===== config.mk =====
export PLATFORM = sky130hd
export DESIGN_NAME = freq_meter_bcd
export DESIGN_NICKNAME = d
export VERILOG_FILES = /design/src/rtl/freq_meter_bcd_pkg.sv /design/src/rtl/freq_meter_bcd_digit.sv /design/src/rtl/freq_meter_bcd.sv
export SDC_FILE = /design/constraint.sdc
export NUM_CORES = 1
export LEC_CHECK = 0
export CORE_ASPECT_RATIO = 1.2
export CORE_MARGIN = 2
export CORE_UTILIZATION = 35
export DETAILED_ROUTE_END_ITERATION = 12
export PLACE_DENSITY_LB_ADDON = 0.2
export SETUP_SLACK_MARGIN = 0.2
export SLEW_MARGIN = 20
export SYNTH_ARGS = -nofsm -noshare
export SYNTH_HDL_FRONTEND = slang
export SYNTH_SLANG_ARGS = --single-unit

===== constraint.sdc =====
create_clock -name clk -period 6.41 [get_ports clk]
set_clock_uncertainty 0.2 [all_clocks]
set_input_delay 1.282 -clock clk [delete_from_list [all_inputs] [get_ports clk]]
set_output_delay 1.282 -clock clk [all_outputs]
set_load 0.02 [all_outputs]

===== src/rtl/freq_meter_bcd_pkg.sv =====
// Shared types and helpers for the BCD frequency meter.
// Latency: n/a (declarations only).
// Backpressure: n/a.
//
// Holds the FSM state enum, the gate-select encodings and the function that
// turns a clock frequency and gate select into a gate length in cycles.
package freq_meter_pkg;

  typedef enum logic [1:0] {
    IDLE = 2'd0,
    GATE = 2'd1,
    HOLD = 2'd2
  } state_t;

  localparam logic GATE_SEL_1S    = 1'b0;
  localparam logic GATE_SEL_100MS = 1'b1;

  // A 1 s window is clk_fre cycles, a 0.1 s window is a tenth of that.
  function automatic int unsigned gate_cycles(input int unsigned clk_fre, input logic sel);
    return (sel == GATE_SEL_100MS) ? (clk_fre / 10) : clk_fre;
  endfunction

endpackage


===== src/rtl/freq_meter_bcd_digit.sv =====
// One BCD decade of the working counter.
// Latency: q updates on the clock after inc/clr; q_nxt and carry are combinational.
// Backpressure: none; sat freezes the decade when the whole counter is full.
//
// Ports:
//   clk, rst_n : clock, asynchronous active-low reset
//   inc        : add one to this decade this cycle
//   clr        : force the decade to zero (wins over inc)
//   sat        : whole counter is at its maximum; hold the value instead of wrapping
//   q          : current decade value (0..9)
//   q_nxt      : value q takes on the next clock
//   carry      : q == 9 while incrementing, feeds the next decade
module bcd_digit (
  input  logic       clk,
  input  logic       rst_n,
  input  logic       inc,
  input  logic       clr,
  input  logic       sat,
  output logic [3:0] q,
  output logic [3:0] q_nxt,
  output logic       carry
);

  always_comb begin
    q_nxt = q;
    if (clr) begin
      q_nxt = 4'd0;
    end else if (inc && !sat) begin
      q_nxt = (q == 4'd9) ? 4'd0 : q + 4'd1;
    end
  end

  assign carry = (q == 4'd9) && inc;

  always_ff @(posedge clk or negedge rst_n) begin
    if (!rst_n) begin
      q <= 4'd0;
    end else begin
      q <= q_nxt;
    end
  end

endmodule


===== src/rtl/freq_meter_bcd.sv =====
// Gated edge counter: counts sig_in rising edges over a 1 s / 0.1 s window, shows the result as packed BCD.
// Latency: result and valid appear 1 cycle after the last gate cycle; edge detect 1 cycle (3 with FREQ_SYNC_EN).
// Backpressure: none; the result is held stable through HOLD and the next gate, valid is a 1-cycle pulse.
//
// Ports:
//   clk, rst_n : system clock, asynchronous active-low reset
//   sig_in     : signal under test
//   en         : level enable; dropping it mid-gate aborts without a result
//   gate_sel   : 0 = 1 s gate (Hz), 1 = 0.1 s gate (10 Hz units); sampled when a gate starts
//   bcd        : last completed count, digit 0 in [3:0]
//   range      : gate_sel used for bcd
//   ovf        : last count saturated at all nines
//   valid      : one-cycle pulse when bcd/range/ovf update
//   busy       : high while the gate window is open
//
// Build option: define FREQ_SYNC_EN to pass sig_in through a 2-flop
// synchroniser (needed when sig_in comes from a pin); leave it undefined only
// when sig_in is generated in the clk domain.
module freq_meter_bcd
  import freq_meter_pkg::*;
#(
  parameter int CLK_FRE  = 12_000_000,
  parameter int DIGITS   = 4,
  parameter int HOLD_CYC = 24_000_000
) (
  input  logic                  clk,
  input  logic                  rst_n,
  input  logic                  sig_in,
  input  logic                  en,
  input  logic                  gate_sel,
  output logic [4*DIGITS-1:0]   bcd,
  output logic                  range,
  output logic                  ovf,
  output logic                  valid,
  output logic                  busy
);

  localparam int GW = $clog2(CLK_FRE);
  localparam int HW = $clog2(HOLD_CYC + 1);

  localparam logic [GW-1:0] LAST_1S    = GW'(gate_cycles(CLK_FRE, GATE_SEL_1S) - 1);
  localparam logic [GW-1:0] LAST_100MS = GW'(gate_cycles(CLK_FRE, GATE_SEL_100MS) - 1);
  localparam logic [HW-1:0] HOLD_LAST  = HW'(HOLD_CYC - 1);

  state_t              state;
  logic                gate_r;
  logic [GW-1:0]       gate_cnt;
  logic [HW-1:0]       hold_cnt;
  logic                wrk_ovf;
  logic                gate_last;
  logic                sig_rise;
  logic                cnt_inc;
  logic                clr;
  logic                sat;
  logic [DIGITS-1:0]   nines;
  logic [DIGITS-1:0]   dig_inc;
  logic [DIGITS-1:0]   carry;
  logic [4*DIGITS-1:0] wrk_q;
  logic [4*DIGITS-1:0] wrk_nxt;

  // ---------------------------------------------------------------- edge detect
`ifdef FREQ_SYNC_EN
  logic sync1, sync2, sig_q;

  always_ff @(posedge clk or negedge rst_n) begin
    if (!rst_n) begin
      sync1 <= 1'b0;
      sync2 <= 1'b0;
      sig_q <= 1'b0;
    end else begin
      sync1 <= sig_in;
      sync2 <= sync1;
      sig_q <= sync2;
    end
  end

  assign sig_rise = sync2 & ~sig_q;
`else
  logic sig_q;

  always_ff @(posedge clk or negedge rst_n) begin
    if (!rst_n) begin
      sig_q <= 1'b0;
    end else begin
      sig_q <= sig_in;
    end
  end

  assign sig_rise = sig_in & ~sig_q;
`endif

  // ---------------------------------------------------------- working counter
  // Cleared whenever the gate is closed, so every gate starts from zero.
  assign clr     = (state != GATE);
  assign cnt_inc = (state == GATE) & sig_rise;

  // Each decade's increment is derived from the registered nines flags rather
  // than chained through the previous decade's carry, keeping the ripple flat.
  // All carries high means every decade is 9 and an edge arrived: saturate.
  assign sat = &carry;

  for (genvar i = 0; i < DIGITS; i++) begin : g_digit
    localparam logic [DIGITS-1:0] LOW = DIGITS'((64'd1 << i) - 64'd1);

    assign nines[i]   = (wrk_q[4*i +: 4] == 4'd9);
    assign dig_inc[i] = cnt_inc & (&(nines | ~LOW));

    bcd_digit u_digit (
      .clk   (clk),
      .rst_n (rst_n),
      .inc   (dig_inc[i]),
      .clr   (clr),
      .sat   (sat),
      .q     (wrk_q[4*i +: 4]),
      .q_nxt (wrk_nxt[4*i +: 4]),
      .carry (carry[i])
    );
  end

  // ----------------------------------------------------------------------- FSM
  assign gate_last = (gate_cnt == ((gate_r == GATE_SEL_100MS) ? LAST_100MS : LAST_1S));

  always_ff @(posedge clk or negedge rst_n) begin
    if (!rst_n) begin
      state    <= IDLE;
      gate_r   <= GATE_SEL_1S;
      gate_cnt <= '0;
      hold_cnt <= '0;
      wrk_ovf  <= 1'b0;
      bcd      <= '0;
      range    <= 1'b0;
      ovf      <= 1'b0;
      valid    <= 1'b0;
      busy     <= 1'b0;
    end else begin
      valid <= 1'b0;
      case (state)
        IDLE: begin
          if (en) begin
            state    <= GATE;
            gate_r   <= gate_sel;
            gate_cnt <= '0;
            wrk_ovf  <= 1'b0;
            busy     <= 1'b1;
          end
        end

        GATE: begin
          if (!en) begin
            state <= IDLE;
            busy  <= 1'b0;
          end else if (gate_last) begin
            // Publish the post-update count so an edge on this cycle is included.
            state    <= HOLD;
            hold_cnt <= '0;
            busy     <= 1'b0;
            bcd      <= wrk_nxt;
            range    <= gate_r;
            ovf      <= wrk_ovf | sat;
            valid    <= 1'b1;
          end else begin
            gate_cnt <= gate_cnt + GW'(1);
            wrk_ovf  <= wrk_ovf | sat;
          end
        end

        HOLD: begin
          if (hold_cnt == HOLD_LAST) begin
            if (en) begin
              state    <= GATE;
              gate_r   <= gate_sel;
              gate_cnt <= '0;
              wrk_ovf  <= 1'b0;
              busy     <= 1'b1;
            end else begin
              state <= IDLE;
            end
          end else begin
            hold_cnt <= hold_cnt + HW'(1);
          end
        end

        default: begin
          state <= IDLE;
          busy  <= 1'b0;
        end
      endcase
    end
  end

endmodule


# Word-level counts from Yosys, hierarchy flattened
# Cells that the tools add are included.
[word_totals]
regBits = 90
in_bits = 5
output_inout_bits = 20
wordCells = 110
[op_classes]
n_addsub = 6
n_eq_ne = 16
muxes = 44
bitwise_logic = 7
n_reduce_logical = 22
[op_table]
columns = ["cell", "n"]
rows = [
  ["$mux W24", 5],
  ["$mux W25", 3],
  ["$pmux W24 S3", 1],
  ["$pmux W25 S2", 1],
  ["$mux W4", 12],
  ["$add A25 B1 Y25 const B", 1],
  ["$eq A25 B25 Y1 const B", 1],
  ["$add A24 B1 Y24 const B", 1],
  ["$eq A24 B24 Y1", 1],
  ["$add A4 B1 Y4 const B", 4],
  ["$eq A4 B4 Y1 const B", 4],
  ["$mux W1", 14],
  ["$ne A2 B2 Y1 const B", 6],
  ["$reduce_and A4 Y1", 3],
  ["$reduce_and A3 Y1", 3],
  ["$logic_and A1 B1 Y1", 8],
  ["$mux W2", 4],
  ["$pmux W1 S3", 2],
  ["$pmux W2 S3", 1],
  ["$reduce_and A2 Y1", 3],
  ["$and A1 B1 Y1", 5],
  ["$reduce_bool A2 Y1", 2],
  ["$ne A3 B3 Y1 const B", 1],
  ["$reduce_bool A3 Y1", 1],
  ["other kinds (8)", 8],
]

# Longest topological paths before layout
# Gate-level depths: netlist of run 1.
[depth]
ltp_word = 10
ltp_mapped = 9
mapped_depth_nobuf = 8

# By module
# Synthesis of run 1 repeated with hierarchy kept, for this count alone.
[hier_totals]
hier_cells = 482
area_unflattened_um2 = 4933.5
[by_module_without_submodules]
columns = ["mod", "n_inst", "cells_each", "area_each_um2", "seq_area_each_um2"]
rows = [
  ["freq_meter_bcd", 1, 398, 4047.6, 1851.8],
  ["bcd_digit", 4, 21, 221.5, 100.1],
]

# Worst setup path before layout of run 1
# No wires, ideal clock.
[synth_timing]
path_kind = "input to register"
start = "input port sig_in"
end = "register bcd[15]"
setup_ps = 125
arrival_time_ps = 2668
t_required_ps = 6085
slack_ps = 3418
cell_stages = 8
n_path_buf = 2
cell_sequence = "nor4bb_1 -> clkbuf_1 -> and3_1 -> clkbuf_1 -> nand4_1 -> xor2_1 -> nor2_1 -> mux2_2"
[synth_via]
elab_chain_len = 9
[synth_rtl]
columns = ["element", "line_no", "source"]
rows = [
  ["from (decl)", "freq_meter_bcd.sv:28", "input logic sig_in,"],
  ["$and A1 B1 Y1 *", "freq_meter_bcd.sv:89", "assign sig_rise = sig_in & ~sig_q;"],
  ["$and A1 B1 Y1 *", "freq_meter_bcd.sv:95", "assign cnt_inc = (state == GATE) & sig_rise;"],
  ["$and A1 B1 Y1", "freq_meter_bcd.sv:106", "assign dig_inc[i] = cnt_inc & (&(nines | ~LOW));"],
  ["$logic_and A1 B1 Y1", "freq_meter_bcd_digit.sv:33", "assign carry = (q == 4'd9) && inc;"],
  ["$reduce_and A4 Y1", "freq_meter_bcd.sv:100", "assign sat = &carry;"],
  ["$logic_not A1 Y1", "freq_meter_bcd_digit.sv:28", "end else if (inc && !sat) begin"],
  ["$logic_and A1 B1 Y1 *", "freq_meter_bcd_digit.sv:28", ""],
  ["$mux W4 *", "freq_meter_bcd_digit.sv:28", ""],
  ["$mux W4 *", "freq_meter_bcd_digit.sv:26", "if (clr) begin"],
  ["via g_digit[3].u_digit.q_nxt[3]", "freq_meter_bcd_digit.sv:20", "output logic [3:0] q_nxt,"],
  ["to (signal assigned)", "freq_meter_bcd.sv:157", "bcd <= wrk_nxt;"],
  ["to (decl)", "freq_meter_bcd.sv:31", "output logic [4*DIGITS-1:0] bcd,"],
]
# Mark *: on every way through the listed nets, which the timed path passes. The rest lies on a longest branch.
# A chain may end at the register's enable or synchronous reset.

# Final worst setup path of run 1
[layout_timing]
start = "input port en"
end = "register bcd[2]"
[layout_via]
elab_chain_len = 1
[layout_rtl]
columns = ["element", "line_no", "source"]
rows = [
  ["from (decl)", "freq_meter_bcd.sv:29", "input logic en,"],
  ["$reduce_and A3 Y1 (no line)", "-", ""],
]
# No other way between the ends.

==> qor.csv, run 1 <==
stage;metric;value;unit
die;start_util;35.5;%
logic_synthesis;synth_edf_count;0;
placed_design;pre_cts_slack;2610;ps
drt;drtAntennaViolNets;0;
layout;antenna_cells;0;
clock_network;clk_latency;340;ps
logic_synthesis;syn_avg_cell_area;9.65;um2
critical_path;cp-start-kind;input pin;
drt;wl;10400;um
hold_path;whs_path_depth;2;
die;fp.dieH;130;um
critical_path;endpoint_kind;flip-flop;
layout;layout-drive-gt1-share;8.04;%
drt;remaining_drc_errors;0;
critical_path;cp_slowest_cell;and2b_1;
clock_network;root_buffer;clkbuf_16;
layout;postLayoutCellArea;0.00533;mm2
die;die_area;0.0142;mm2
critical_path;crit_chain;clkdlybuf4s50_1, nand2_1, and2b_1, buf_4, mux2_2;
die;io_pins;25;
critical_path;critPathKind;input pin to flip-flop;
logic_synthesis;synthCells;481;
run;drv_cap;0;
clock_network;post_cts.repair.setup_buffers;0;
logic_synthesis;synth_seq_cells;90;
hold_path;hp-class;flip-flop to flip-flop;
timing;worst_pin_slew;736;ps
layout;nets;512;
timing;hold_viol_final;0;
placed_design;place_area;0.00501;mm2
die;die_x;109;um
layout;final_cell_count_no_fill;678;
drt;vias;3571;
timing;setup_ws;2990;ps
drt;via_per_inst;5.27;
logic_synthesis;async_flop_share;100;%
layout;syn_to_final_growth;14.8;%
pwr;cellLeakagePower;2.13;nW
logic_synthesis;yosysWarnings;0;
clock_network;clkTransAtPathRegs;70;ps
timing;setup_viol;0;
pwr;powerDensity;241;mW/mm2
timing;grt_setup_unrepaired;no;
logic_synthesis;synthFlopType;dfrtp_1;
timing;final_max_slew_viol_count;0;
global_routing;gr-usage-all-layers;15.9;%
placed_design;dp_cells;662;
drt;drt_first_pass_iters;6;
clock_network;ctsHoldBuffers;0;
global_routing;grt_pass1_vias;3543;
critical_path;crit_arrival;3450;ps
clock_network;cts_max_level;3;
hold_path;worstHoldStart;range;
placed_design;hpwl;7130;um
layout;final_util;40.8;%
die;rows;46;
global_routing;grt_max_degree;49;
drt;wl_per_cell;15.3;um
drt;drt_iter0_drc;226;
layout;nFillCells;1265;
critical_path;crit_required;6440;ps
placed_design;buffer_ports.inserted;24;
timing;fmaxAchievable;292;MHz
status;status;finished, final reports clean;
global_routing;antenna_found_initial;0;
clock_network;clockBufferDepth;2;
die;core;0.0131;mm2
timing;slew_headroom;50.5;%
critical_path;r2r-start;gate_cnt[8];
global_routing;grt.overflow.total;0;
logic_synthesis;yosysSeqAreaShare;48.5;%
critical_path;cp_max_fo;29;
logic_synthesis;syn_nets;488;
timing;setup-tns-final;0;ps
critical_path;cpPeakStageDelay;640;ps
hold_path;min_to;range;
logic_synthesis;syn_area;0.00464;mm2
pwr;peakVddDrop;122;uV
logic_synthesis;synth.distinct_cells;56;
clock_network;cts_tree;yes;
clock_network;cts_num_sinks;90;
critical_path;worstRegToRegCells;6;
critical_path;r2r_slack;3040;ps
global_routing;grt_pass1_wl;17700;um
critical_path;rr_endpoint;bcd[2];
clock_network;numCtsBuffers;9;
timing;period_needed;3420;ps
placed_design;gp_congestion;0.785;
clock_network;cts_resized;0;
timing;fin_crit_sh;53.4;%
## cell type report
class	count	area [um2]	share of cell area [%]
Clock buffer	12	246	4.63
Clock inverter	4	73.8	1.39
Inverter	14	52.6	0.986
Multi-Input combinational cell	363	2230	41.9
Sequential cell	90	2250	42.3
Tap cell	168	210	3.95
Timing Repair Buffer	27	260	4.88
## placed cells by master, fill, tap and decap left out, drive strengths merged, types with 15 or more instances in the layout
master / netlist / final
nand2: 45 / 45
nor3: 21 / 21
a21oi: 28 / 28
inv: 14 / 15
clkdlybuf4s50: 0 / 23
nor2: 57 / 57
o21ai: 26 / 26
nand3: 22 / 22
nand4: 15 / 15
xnor2: 22 / 22
dfrtp: 90 / 90
## kinds of logic after synthesis
group,synth area share [%]
adder cells (fa/ha/maj),0.539
AND/OR/NAND/NOR,27.6
XOR/XNOR,5.85
buffers and inverters,3.37
multiplexers,3.07
flip-flops,48.5
AO/OA/AOI/OAI,11.0
## through the flow
step                      power [W]  hold slack [ps]
after global placement     0.000717              266
after floorplan            0.000681              261
after detailed placement   0.000718              268
final                       0.00128              272
after CTS                   0.00130              283
after global routing        0.00134              307
## where the power goes
part | total [W] | switching, W | internal [W]
logic | 0.0000894 | 0.0000564 | 0.0000331
registers | 0.000617 | 0.0000266 | 0.000590
clock network | 0.000578 | 0.000224 | 0.000354
total | 0.00128 | 0.000307 | 0.000977
## per-layer routing
metal	track usage [%]	part of all wire, %	up-vias
met5	0	0	-
met4	5.88	1.7	0
met3	3.65	3.4	13
met2	24.8	46	54
met1	21.6	49	1726
li1	-	-	1778
## worst max-delay path by stage
stage | start | end | slack, ps
final | en | bcd[2] | 2990
after global routing | en | bcd[2] | 2820
after CTS | en | bcd[2] | 2960
after detailed placement | en | bcd[2] | 2610
after global placement | en | bcd[2] | 2650
after floorplan | sig_in | bcd[15] | 3420
## registers in the layout, indices dropped and copies added, names as in the netlist
| name | cells |
|---|---|
| bcd | 16 |
| busy | 1 |
| g_digit.u_digit.q | 16 |
| gate_cnt | 24 |
| gate_r | 1 |
| hold_cnt | 25 |
| ovf | 1 |
| range | 1 |
| sig_q | 1 |
| state | 2 |
| valid | 1 |
| wrk_ovf | 1 |
## Yosys cell counts (4+ instances only)
cell / instances / area share [%]
dfrtp_1: 90 / 49
nor2_1: 54 / 4.4
nand2_1: 45 / 3.6
a21oi_1: 28 / 3.0
o21ai_0: 25 / 2.7
xnor2_1: 22 / 4.2
nand3_1: 21 / 2.3
nor3_1: 18 / 1.9
nand4_1: 15 / 2.0
inv_1: 14 / 1.1
or3_1: 13 / 1.8
xor2_1: 9 / 1.7
and3_1: 8 / 1.1
nor2b_1: 8 / 1.1
nor4_1: 7 / 0.94
a31oi_1: 6 / 0.81
and2_1: 6 / 0.81
mux2_2: 6 / 1.5
o31ai_1: 6 / 0.97
or4_1: 6 / 0.97
buf_6: 5 / 1.2
nor4bb_1: 5 / 1.1
a22o_1: 4 / 0.75
and4_1: 4 / 0.75
clkbuf_1: 4 / 0.32
mux2_1: 4 / 0.97
## critical path: cells and delay by family
kind / cells / cell delay [ps]
and+or+nand+nor: 2 / 810
buffers and inverters: 2 / 980
muxes: 1 / 370
(Power assumes the default switching activity.)
==> run 2: changes to the inputs <==
Clock period 6.41 ns to 3.29 ns, I/O delays scaled along.
==> run 2 against run 1 <==
Net effect:
- via count increased by 1.9%
- worst hold slack got worse by 120 ps
- worst setup slack got worse by 2500 ps
- count of clock-buffer cells in the layout decreased by 1
- clock power increased by 75%
- utilization increased by 0.13 points
- sequential share of layout area decreased by 0.14 points
==> qor.csv, run 2 (synthesis results as in run 1) <==
stage;metric;value;unit
status;status;finished, final reports clean;
clock_network;clk_latency;350;ps
critical_path;crit_chain;nor4b_1, nand4_1, a2111oi_0, o31a_2, inv_1, a21oi_1, nor2_1;
timing;grt_setup_unrepaired;no;
critical_path;cpPeakStageDelay;560;ps
layout;antenna_cells;0;
timing;final_max_slew_viol_count;0;
layout;largest_reg_flops;25;
pwr;p_sw_share;25.7;%
critical_path;cp_slowest_cell;a2111oi_0;
drt;drt_first_pass_iters;4;
pwr;cellLeakagePower;2.14;nW
clock_network;clockBufferDepth;2;
global_routing;grt.overflow.total;0;
timing;setup-tns-final;0;ps
clock_network;cts_resized;0;
layout;final_cell_mix;90 x dfrtp_1, 54 x nor2_1, 45 x nand2_1, 28 x a21oi_1, 25 x o21ai_0;
die;io_pins;25;
clock_network;cts_num_sinks;90;
timing;timing.hold.ws;148;ps
critical_path;crit_required;3310;ps
timing;fin_crit_sh;84.5;%
drt;drt_iter0_drc;186;
die;core;0.0131;mm2
timing;setup_viol;0;
layout;largest_register;hold_cnt;
drt;drtAntennaViolNets;0;
drt;wl_per_cell;15.7;um
critical_path;critPathKind;flip-flop to flip-flop;
drt;vias;3638;
hold_path;hp-class;input pin to asynchronous set/reset pin;
die;die_x;109;um
global_routing;antenna_found_initial;0;
die;start_util;35.5;%
critical_path;r2r_slack;510;ps
clock_network;clkTransAtPathRegs;70;ps
die;die_area;0.0142;mm2
layout;nets;517;
pwr;power_frac_seq;50.4;%
layout;layout-drive-gt1-share;9.32;%
clock_network;numCtsBuffers;9;
pwr;internal_power;0.00177;W
clock_network;cts_tree;yes;
pwr;p_clk_share;42.2;%
die;fp.dieH;130;um
layout;layout_commonest_cell;dfrtp_1;
critical_path;crit_arrival;2800;ps
placed_design;gp_congestion;0.834;
timing;hold_viol_final;0;
layout;nFillCells;1305;
clock_network;ctsHoldBuffers;0;
global_routing;grt_pass1_vias;3606;
drt;wl;10700;um
pwr;power_switching;0.000612;W
critical_path;endpoint_kind;flip-flop;
timing;period_needed;2780;ps
run;drv_cap;0;
global_routing;gr-usage-all-layers;16.5;%
pwr;power_frac_comb;7.4;%
clock_network;cts_max_level;3;
layout;syn_to_final_growth;15.2;%
global_routing;grt_pass1_wl;18300;um
clock_network;root_buffer;clkbuf_16;
drt;via_per_inst;5.33;
timing;slew_headroom;52.5;%
pwr;powerDensity;446;mW/mm2
timing;worst_pin_slew;709;ps
die;rows;46;
clock_network;post_cts.repair.setup_buffers;0;
global_routing;grt_max_degree;52;
layout;reg.largest.list;hold_cnt x25, gate_cnt x24;
pwr;peakVddDrop;212;uV
drt;remaining_drc_errors;0;
critical_path;cp-start-kind;flip-flop;
timing;fmaxAchievable;360;MHz
placed_design;buffer_ports.inserted;24;
placed_design;hpwl;7350;um
critical_path;cp_max_fo;25;
-- run 2: cell count changes in the layout (fill, tap and decap cells not counted), sizes merged --
cell      delta
buf          +5
bufinv       -2
clkbuf       -1
clkinv       +1
clkinvlp     +1
inv          +1
-- run 2: path summary, 6_finish.rpt --
| check | endpoint | start | cells past startpoint |
|---|---|---|---|
| hold / removal | hold_cnt[6] | rst_n | 1 |
| min in group clk | range | range | 2 |
| setup / recovery | wrk_ovf | gate_cnt[18] | 7 |
| setup reg to reg | wrk_ovf | gate_cnt[18] | 7 |
| max in group asynchronous | gate_cnt[5] | rst_n | 2 |
| hold reg to reg | range | range | 2 |
-- run 2: worst max-delay path, delay by kind of cell (launching register included) --
kind                   cells  cell delay, ps
AO/OA/AOI/OAI              3            1220
buffers and inverters      1             160
flip-flops                 1             450
AND/OR/NAND/NOR            3             620
-- run 2: metrics by stage --
stage / util [%] / setup slack (ps) / total power, W / cells / cell area [um2]
2_1_floorplan: - / 822 / 0.00133 / 481 / 4640
3_5_place_dp: 38.7 / 392 / 0.00140 / 667 / 5060
5_1_grt: 40.9 / 310 / 0.00249 / 683 / 5350
6_report: 40.9 / 508 / 0.00239 / 683 / 5350
3_3_place_gp: 38.7 / 439 / 0.00140 / 667 / 5060
4_1_cts: 40.9 / 380 / 0.00242 / 683 / 5350
-- run 2: power by group through the flow --
stage	Clock [W]	Sequential (W)	Combinational, W
2_1_floorplan	0	0.00121	0.000118
3_3_place_gp	0	0.00122	0.000179
3_5_place_dp	0	0.00122	0.000181
4_1_cts	0.00104	0.00120	0.000182
5_1_grt	0.00108	0.00121	0.000204
6_report	0.00101	0.00120	0.000178
-- run 2: routing by layer --
layer,global-route usage [%],vias up,part of all wire (%)
li1,-,1795,-
met2,25.2,61,46
met3,3.75,14,3.4
met4,6.41,0,1.7
met5,0,-,0
met1,22.9,1768,49
-- run 2: layout make-up --
class | count | area [um2] | share of cell area, %
Clock buffer | 11 | 253 | 4.73
Clock inverter | 5 | 35.0 | 0.655
Inverter | 14 | 52.6 | 0.983
Multi-Input combinational cell | 363 | 2230 | 41.8
Sequential cell | 90 | 2250 | 42.1
Tap cell | 168 | 210 | 3.93
Timing Repair Buffer | 32 | 310 | 5.81
==> run 3: changes to the inputs <==
Clock period 3.29 ns to 2.5 ns, I/O delays scaled along.
==> run 3 against run 2 <==
Net effect:
- the run now ends with negative setup slack left
- total power grew 41%
- combinational power grew 150%
- critical path depth grew 2
- critical endpoint is now gate_cnt[20]
- largest cell class is now multi-input combinational cells
- largest power group unchanged
==> qor.csv, run 3 (synthesis results as in run 1) <==
stage;metric;value;unit
critical_path;critPathKind;flip-flop to flip-flop;
die;rows;46;
die;core;0.0131;mm2
layout;antenna_cells;0;
layout;layout_commonest_cell;dfrtp_1;
critical_path;cp_slowest_cell;or4_4;
layout;reg.largest.list;hold_cnt x25, gate_cnt x24;
placed_design;gp_congestion;0.832;
drt;drt_iter0_drc;220;
timing;hold_viol_final;0;
placed_design;pre_cts_slack;-112;ps
placed_design;buffer_ports.inserted;24;
die;io_pins;25;
clock_network;cts_num_sinks;90;
pwr;powerDensity;505;mW/mm2
drt;via_per_inst;5.29;
timing;setup_ws;-25.3;ps
critical_path;crit_required;2570;ps
global_routing;grt_pass1_wl;20200;um
layout;nets;609;
critical_path;r2r-start;gate_cnt[10];
timing;period_needed;2530;ps
clock_network;numCtsBuffers;9;
layout;largest_reg_flops;25;
clock_network;root_buffer;clkbuf_16;
drt;drt_first_pass_iters;4;
critical_path;path_common_cell;buf_4;
clock_network;cts_max_level;3;
critical_path;cp_max_fo;7;
hold_path;hp-class;flip-flop to flip-flop;
layout;final_util;51.1;%
pwr;cellLeakagePower;2.79;nW
die;die_x;109;um
critical_path;critPathTopFamily;simple AND/OR/NAND/NOR gates;
critical_path;crit_cells;9;
drt;remaining_drc_errors;0;
status;status;complete, but fails checks;
global_routing;grt_max_degree;50;
timing;final_max_slew_viol_count;0;
clock_network;clkTransAtPathRegs;60;ps
critical_path;rr_endpoint;gate_cnt[20];
timing;fin_crit_sh;101;%
global_routing;antenna_found_initial;0;
pwr;peakVddDrop;307;uV
die;start_util;35.5;%
critical_path;endpoint_kind;flip-flop;
global_routing;grt_pass1_vias;4216;
run;drv_cap;0;
critical_path;setup.worst_path.end;gate_cnt[20];
critical_path;crit_arrival;2590;ps
clock_network;clk_latency;340;ps
critical_path;cp-start-kind;flip-flop;
critical_path;cpPeakStageDelay;480;ps
status;violations;negative setup slack;
critical_path;startpoint;gate_cnt[10];
die;die_area;0.0142;mm2
placed_design;hpwl;8200;um
clock_network;clockBufferDepth;2;
timing;slew_headroom;65.0;%
timing;worst_pin_slew;524;ps
drt;drtAntennaViolNets;0;
critical_path;worstRegToRegCells;9;
clock_network;cts_tree;yes;
layout;final_cell_mix;90 x dfrtp_1, 72 x buf_4, 52 x nor2_1, 40 x nand2_1, 23 x clkdlybuf4s50_1;
timing;timing.hold.ws;289;ps
drt;wl;12400;um
drt;wl_per_cell;16.0;um
critical_path;crit_chain;and4bb_2, nand4b_1, buf_4, a2111oi_4, buf_4, o31a_4, clkbuf_16, or4_4, a21oi_2;
timing;grt_setup_unrepaired;yes;
die;fp.dieH;130;um
timing;setup_viol;3;
global_routing;grt.overflow.total;0;
layout;syn_to_final_growth;43.8;%
global_routing;gr-usage-all-layers;18.1;%
timing;fmaxAchievable;396;MHz
layout;largest_register;hold_cnt;
critical_path;critPathBufInv;3;
drt;vias;4100;
layout;layout-drive-gt1-share;34.1;%
critical_path;r2r_slack;-30;ps
-- run 3: through the flow --
step / instances / total power (W) / TNS [ps] / instance area (um2)
finish: 775 / 0.00337 / -67.3 / 6670
CTS: 762 / 0.00336 / 0 / 6290
global route: 775 / 0.00352 / -1440 / 6670
floorplan: 481 / 0.00175 / 0 / 4680
detailed placement: 727 / 0.00193 / -972 / 5580
global placement: 727 / 0.00192 / -508 / 5580
-- run 3: tightest hold or removal path, delay by kind of cell, from the launching register on --
family	cells	cell delay (ps)
flip-flops	1	360
AND/OR/NAND/NOR	2	100
-- run 3: timing repair --
| action | in CTS | in global routing |
|---|---|---|
| hold buffers | 1 | 0 |
| resized for setup | 66 | 56 |
| setup buffers | 16 | 11 |
| endpoints found under the setup margin | 70 | 70 |
| pin swaps | 23 | 39 |
| endpoints found under the hold margin | 20 | 0 |
| cloned | 2 | 2 |
-- run 3: how the worst min path moves through the flow --
stage,startpoint,to,cells after the start
final,range,range,2
after global routing,range,range,2
after CTS,range,range,2
after detailed placement,rst_n,hold_cnt[14],1
after global placement,rst_n,hold_cnt[17],1
after floorplan,rst_n,bcd[0],0
-- run 3: layer usage --
layer	GRT usage (%)	wire length [um]	vias to the layer above
met2	31.9	6250	86
met4	6.94	313	0
met1	21.8	5380	2017
met3	3.40	468	26
met5	0	0	-
li1	-	-	1971
-- run 3: report_power, final --
group | switching [W] | internal (W)
clock | 0.000587 | 0.000783
combinational | 0.000229 | 0.000208
sequential | 0.0000519 | 0.00151
-- run 3: final cells by class --
| class | count | area [um2] |
|---|---|---|
| fillers | 1176 | 6390 |
| multi-input cells | 363 | 2670 |
| flip-flops and latches | 90 | 2250 |
| repair buffers | 124 | 1200 |
| clock buffers | 11 | 233 |
| well taps | 168 | 210 |
| clock inverters | 5 | 63.8 |
| inverters | 14 | 52.6 |
